===== src/rtl/pipe_stage.sv =====
// pipe_stage: parametrised pipeline register with a valid/ready handshake,
// a synchronous flush that leaves a BUBBLE payload behind, and a saturating
// stall counter.
// Build option: define PIPE_SKID_EN to add a skid entry, which makes
// in_ready_o a registered signal. When it is undefined the stage has a
// single entry and in_ready_o depends combinationally on out_ready_i.
module pipe_stage #(
  parameter int unsigned                DATA_W = 134,
  parameter logic [DATA_W-1:0]          BUBBLE = {32'h0000_0013, 102'b0},
  parameter int unsigned                CNT_W  = 16
) (
  input  logic              clk,
  input  logic              rst,
  input  logic              flush_i,
  input  logic              in_valid_i,
  output logic              in_ready_o,
  input  logic [DATA_W-1:0] in_data_i,
  output logic              out_valid_o,
  input  logic              out_ready_i,
  output logic [DATA_W-1:0] out_data_o,
  output logic [CNT_W-1:0]  stall_cnt_o
);

  logic              main_v_q, main_v_d;
  logic [DATA_W-1:0] main_d_q, main_d_d;
  logic [CNT_W-1:0]  stall_cnt_q, stall_cnt_d;
  logic              in_xfer;
  logic              out_xfer;

  assign out_xfer = main_v_q && out_ready_i;
  assign in_xfer  = in_valid_i && in_ready_o;

`ifdef PIPE_SKID_EN
  logic              skid_v_q, skid_v_d;
  logic [DATA_W-1:0] skid_d_q, skid_d_d;

  assign in_ready_o = !skid_v_q;

  // Next state of both entries. The skid entry only fills while main is
  // stalled, so it is always empty whenever main is empty; a full skid
  // blocks the input, so an output transfer never sees a competing input.
  always_comb begin
    main_v_d = main_v_q;
    main_d_d = main_d_q;
    skid_v_d = skid_v_q;
    skid_d_d = skid_d_q;
    if (flush_i) begin
      main_v_d = 1'b0;
      main_d_d = BUBBLE;
      skid_v_d = 1'b0;
      skid_d_d = '0;
    end else if (out_xfer) begin
      if (skid_v_q) begin
        main_v_d = 1'b1;
        main_d_d = skid_d_q;
        skid_v_d = 1'b0;
        skid_d_d = '0;
      end else if (in_xfer) begin
        main_v_d = 1'b1;
        main_d_d = in_data_i;
      end else begin
        main_v_d = 1'b0;
        main_d_d = BUBBLE;
      end
    end else if (in_xfer) begin
      if (!main_v_q) begin
        main_v_d = 1'b1;
        main_d_d = in_data_i;
      end else begin
        skid_v_d = 1'b1;
        skid_d_d = in_data_i;
      end
    end
  end

  // Skid entry register.
  always_ff @(posedge clk or negedge rst) begin
    if (!rst) begin
      skid_v_q <= 1'b0;
      skid_d_q <= '0;
    end else begin
      skid_v_q <= skid_v_d;
      skid_d_q <= skid_d_d;
    end
  end
`else
  assign in_ready_o = !main_v_q || out_ready_i;

  // Next state of the single entry: flush wins, then refill, then drain.
  always_comb begin
    main_v_d = main_v_q;
    main_d_d = main_d_q;
    if (flush_i) begin
      main_v_d = 1'b0;
      main_d_d = BUBBLE;
    end else if (in_xfer) begin
      main_v_d = 1'b1;
      main_d_d = in_data_i;
    end else if (out_xfer) begin
      main_v_d = 1'b0;
      main_d_d = BUBBLE;
    end
  end
`endif

  // Saturating count of edges on which a valid payload is held back.
  always_comb begin
    stall_cnt_d = stall_cnt_q;
    if (main_v_q && !out_ready_i && (stall_cnt_q != '1)) begin
      stall_cnt_d = stall_cnt_q + CNT_W'(1);
    end
  end

  // Main entry and stall counter registers.
  always_ff @(posedge clk or negedge rst) begin
    if (!rst) begin
      main_v_q    <= 1'b0;
      main_d_q    <= BUBBLE;
      stall_cnt_q <= '0;
    end else begin
      main_v_q    <= main_v_d;
      main_d_q    <= main_d_d;
      stall_cnt_q <= stall_cnt_d;
    end
  end

  assign out_valid_o = main_v_q;
  assign out_data_o  = main_d_q;
  assign stall_cnt_o = stall_cnt_q;

endmodule


===== config.mk =====
export PLATFORM = sky130hd
export DESIGN_NAME = pipe_stage
export DESIGN_NICKNAME = d
export VERILOG_FILES = /design/src/rtl/pipe_stage.sv
export SDC_FILE = /design/constraint.sdc
export NUM_CORES = 1
export LEC_CHECK = 0
export ABC_AREA = 0
export CAP_MARGIN = 10
export CORE_MARGIN = 1.5
export CORE_UTILIZATION = 36
export DETAILED_ROUTE_END_ITERATION = 8
export GPL_TIMING_DRIVEN = 0
export HOLD_SLACK_MARGIN = 0.05
export PLACE_DENSITY = 0.77
export SYNTH_ARGS = -nofsm -noshare
export SYNTH_HDL_FRONTEND = slang
export SYNTH_SLANG_ARGS = --single-unit

===== constraint.sdc =====
create_clock -name clk -period 1.5 [get_ports clk]
set_input_delay 0.225 -clock clk [delete_from_list [all_inputs] [get_ports clk]]
set_output_delay 0.225 -clock clk [all_outputs]
set_load 0.02 [all_outputs]

==> impl_metrics.sql <==
INSERT INTO impl_metrics (metric_group, metric, value, unit) VALUES
('drt', 'detail_route.iter0.violations', '202', ''),
('run_status', 'run_status', 'finished with violations', ''),
('sta', 'finalCritPeriodShare', '111.8', '%'),
('floorplanning', 'row_count', '45', ''),
('clocking', 'cts.reportedPaths.clkPinSlew', '0.06', 'ns'),
('critical_path', 'critPathMaxFanout', '8', ''),
('cells_and_area', 'n_antenna_cell', '0', ''),
('cells_and_area', 'n_fill_cell', '1095', ''),
('sta', 'timing.setup.tns', '-14.96', 'ns'),
('sta', 'finalSetupViolCount', '141', ''),
('power_and_ir_drop', 'pwr_density_cell', '1093', 'mW/mm^2'),
('power_and_ir_drop', 'pwr-share-comb', '20.4', '%'),
('placed_design', 'routabilityCongestion', '0.8569', ''),
('yosys', 'netlist_top_cells_count', 'sky130_fd_sc_hd__dfrtp_1, sky130_fd_sc_hd__a22o_1, sky130_fd_sc_hd__buf_2, sky130_fd_sc_hd__xnor2_1, sky130_fd_sc_hd__buf_6', ''),
('yosys', 'synth_area_per_cell', '14.81', 'sq um'),
('sta', 'slew_headroom', '46.12', '%'),
('grt', 'grt-ovfl-total', '0', ''),
('drt', 'dr.max_layer_used', 'met4', ''),
('grt', 'first_global_vias', '5145', ''),
('drt', 'met2WireLength', '9619', 'um'),
('critical_path', 'critical_path_class', 'reg2reg', ''),
('drt', 'drt-met1-wl', '7456', 'um'),
('grt', 'groute.usage.overall', '22.88', '%'),
('floorplanning', 'die_x', '127.7', 'um'),
('yosys', 'ys_top_cells_by_area', 'sky130_fd_sc_hd__dfrtp_1, sky130_fd_sc_hd__a22o_1, sky130_fd_sc_hd__buf_6', ''),
('grt', 'grt_antenna_before_repair', '0', ''),
('yosys', 'synth_top_cell_by_area', 'sky130_fd_sc_hd__dfrtp_1', ''),
('power_and_ir_drop', 'clock_power_share', '38.9', '%'),
('drt', 'drt_first_pass_iters', '4', ''),
('yosys', 'yosysUniqueCellTypes', '35', ''),
('yosys', 'yosysWarnings', '0', ''),
('power_and_ir_drop', 'swShare', '26.55', '%'),
('power_and_ir_drop', 'seq_power_share', '40.8', '%'),
('yosys', 'synth_edf_count', '0', ''),
('sta', 'final_max_slew_viol_count', '0', ''),
('cells_and_area', 'syn2layout_area_growth', '83.37', '%'),
('clocking', 'tritoncts_num_sinks', '151', ''),
('clocking', 'cts-buffers-inserted', '17', ''),
('sta', 'fin_crit', '1.677', 'ns'),
('floorplanning', 'floorplan.die.height', '127.7', 'um'),
('drt', 'postRouteAntennaNets', '0', ''),
('drt', 'met3RoutedLength', '1439', 'um'),
('power_and_ir_drop', 'irDropWorstVdd', '0.7405', 'mV'),
('critical_path', 'cp.arrival', '1.98', 'ns'),
('job', 'maxCapViolCount', '0', ''),
('sta', 'fmax', '596.5', 'MHz'),
('min_path', 'hold_removal_path_class', 'in2reg', ''),
('sta', 'final_hold_viol_count', '0', ''),
('floorplanning', 'start_util', '36.83', '%'),
('clocking', 'worstSkewPairLatency', '0.42', 'ns'),
('clocking', 'cts_tree', 'built', ''),
('floorplanning', 'die_area', '0.01631', 'sq mm'),
('placed_design', 'port_buffers', '290', ''),
('placed_design', 'place.detailed.hpwl', '12180', 'um'),
('sta', 'setup_slack', '-0.1765', 'ns'),
('yosys', 'synth_top_area_share', '66.15', '%'),
('critical_path', 'critPathRequiredTime', '1.81', 'ns'),
('clocking', 'cts_max_path_buffers', '2', ''),
('critical_path', 'critical_path.endpoint_type', 'flip-flop', ''),
('cells_and_area', 'net_count_reported_at_finish', '889', ''),
('drt', 'via_per_inst', '5.176', ''),
('yosys', 'ys_seq_elements', '151', ''),
('yosys', 'synth.cell_area', '0.005599', 'sq mm'),
('clocking', 'root_buffer', 'sky130_fd_sc_hd__clkbuf_16', ''),
('grt', 'grt_first_pass_wirelength', '28200', 'um'),
('clocking', 'cts_htree_levels', '4', ''),
('floorplanning', 'placeableCoreArea', '0.01520', 'sq mm'),
('yosys', 'synth_flop_cell', 'sky130_fd_sc_hd__dfrtp_1', ''),
('sta', 'hold_slack', '0.3657', 'ns'),
('run_status', 'violated_checks', 'setup timing', ''),
('power_and_ir_drop', 'p_sw', '2980', 'uW');
[repair_timing]
item / in CTS / in global routing
cloned: 14 / 0
buffers inserted: 26 / 22
pin swaps: 115 / 11
resized for setup: 237 / 30
setup endpoints to repair: 292 / 152
hold buffers: 1 / 0
endpoints found under the hold margin: 86 / 0
[worst max-delay path, cell delays in order, from the launching register on]
cell	delay (ns)
sky130_fd_sc_hd__dfrtp_2	0.41
sky130_fd_sc_hd__nor2b_4	0.16
sky130_fd_sc_hd__inv_6	0.06
sky130_fd_sc_hd__o21ai_2	0.05
sky130_fd_sc_hd__and2b_4	0.23
sky130_fd_sc_hd__buf_16	0.17
sky130_fd_sc_hd__buf_12	0.14
sky130_fd_sc_hd__buf_16	0.12
sky130_fd_sc_hd__a22o_1	0.21
[path summary, 6_finish.rpt]
| path | from | cells past startpoint | end | slack (ns) |
|---|---|---|---|---|
| min | in_data_i[102] | 2 | out_data_o[102]$_DFFE_PN1P_ | 0.37 |
| min in group asynchronous | rst | 2 | out_data_o[117]$_DFFE_PN0P_ | 0.44 |
| min reg2reg | out_data_o[31]$_DFFE_PN0P_ | 1 | out_data_o[31]$_DFFE_PN0P_ | 0.49 |
| max reg2reg | out_valid_o$_DFFE_PN0P_ | 8 | out_data_o[73]$_DFFE_PN0P_ | -0.18 |
| max | out_valid_o$_DFFE_PN0P_ | 8 | out_data_o[73]$_DFFE_PN0P_ | -0.18 |
| max in group asynchronous | rst | 3 | stall_cnt_o[5]$_DFFE_PN0P_ | 0.25 |
[power groups by stage]
stage                     sequential (uW)  clock, uW  combinational (uW)
after floorplan                      4980          0                 454
after global placement               4650          0                1920
after detailed placement             4670          0                1980
after CTS                            4600       4390                2140
after global routing                 4610       4630                2430
final                                4570       4360                2290
[cells by family after synthesis]
logic type      count (synthesis)  synth area share [%]
flops                         151                 67.55
buf+inv                        31                 3.754
mux                             1                0.2011
compound gates                140                 21.56
simple gates                   41                 4.670
fa+ha+maj                       1                0.2234
xor+xnor                       13                 2.034
[flip-flops by register name (all words and copies together) (netlist names)]
register	cells
out_data_o	134
stall_cnt_o	16
out_valid_o	1
[layer usage]
layer	GRT usage (%)	up-vias
met3	7.471	28
met5	0	-
met1	26.74	2451
met2	39.27	231
li1	-	2207
met4	8.790	0
[layout make-up]
class	instances	area (sq um)	share of cell area (%)
buffer	27	322.8	3.144
clock buffer	21	450.4	4.387
clock inverter	11	148.9	1.450
inverter	2	12.51	0.1219
multi-input combinational	196	1725	16.80
sequential	151	3799	37.00
tap	188	235.2	2.291
timing repair buffer	354	3573	34.80
[placed cells by master, fill, tap and decap left out, types with 4 or more instances in the layout]
| cell | count |
|---|---|
| sky130_fd_sc_hd__clkbuf_8 | 4 |
| sky130_fd_sc_hd__clkbuf_16 | 17 |
| sky130_fd_sc_hd__clkdlybuf4s50_1 | 137 |
| sky130_fd_sc_hd__buf_16 | 13 |
| sky130_fd_sc_hd__buf_8 | 10 |
| sky130_fd_sc_hd__buf_4 | 36 |
| sky130_fd_sc_hd__clkbuf_2 | 13 |
| sky130_fd_sc_hd__dfrtp_1 | 135 |
| sky130_fd_sc_hd__nand4_1 | 8 |
| sky130_fd_sc_hd__a22o_1 | 130 |
| sky130_fd_sc_hd__dlygate4sd2_1 | 139 |
| sky130_fd_sc_hd__xnor2_1 | 10 |
| sky130_fd_sc_hd__buf_6 | 14 |
| sky130_fd_sc_hd__dfrtp_2 | 13 |
| sky130_fd_sc_hd__buf_12 | 11 |
[stage by stage]
| stage | area (sq um) | power, uW | setup slack [ns] | std cells | util (%) |
|---|---|---|---|---|---|
| 2_1_floorplan | 5635 | 5434 | -0.1274 | 378 | - |
| 4_1_cts | 10060 | 11140 | -0.1678 | 928 | 66.16 |
| 6_report | 10270 | 11220 | -0.1765 | 950 | 67.54 |
| 5_1_grt | 10270 | 11670 | -0.2256 | 950 | 67.54 |
| 3_3_place_gp | 8773 | 6575 | -6.032 | 856 | 57.71 |
| 3_5_place_dp | 8802 | 6643 | -0.8796 | 857 | 57.90 |
(Power assumes the default switching activity.)
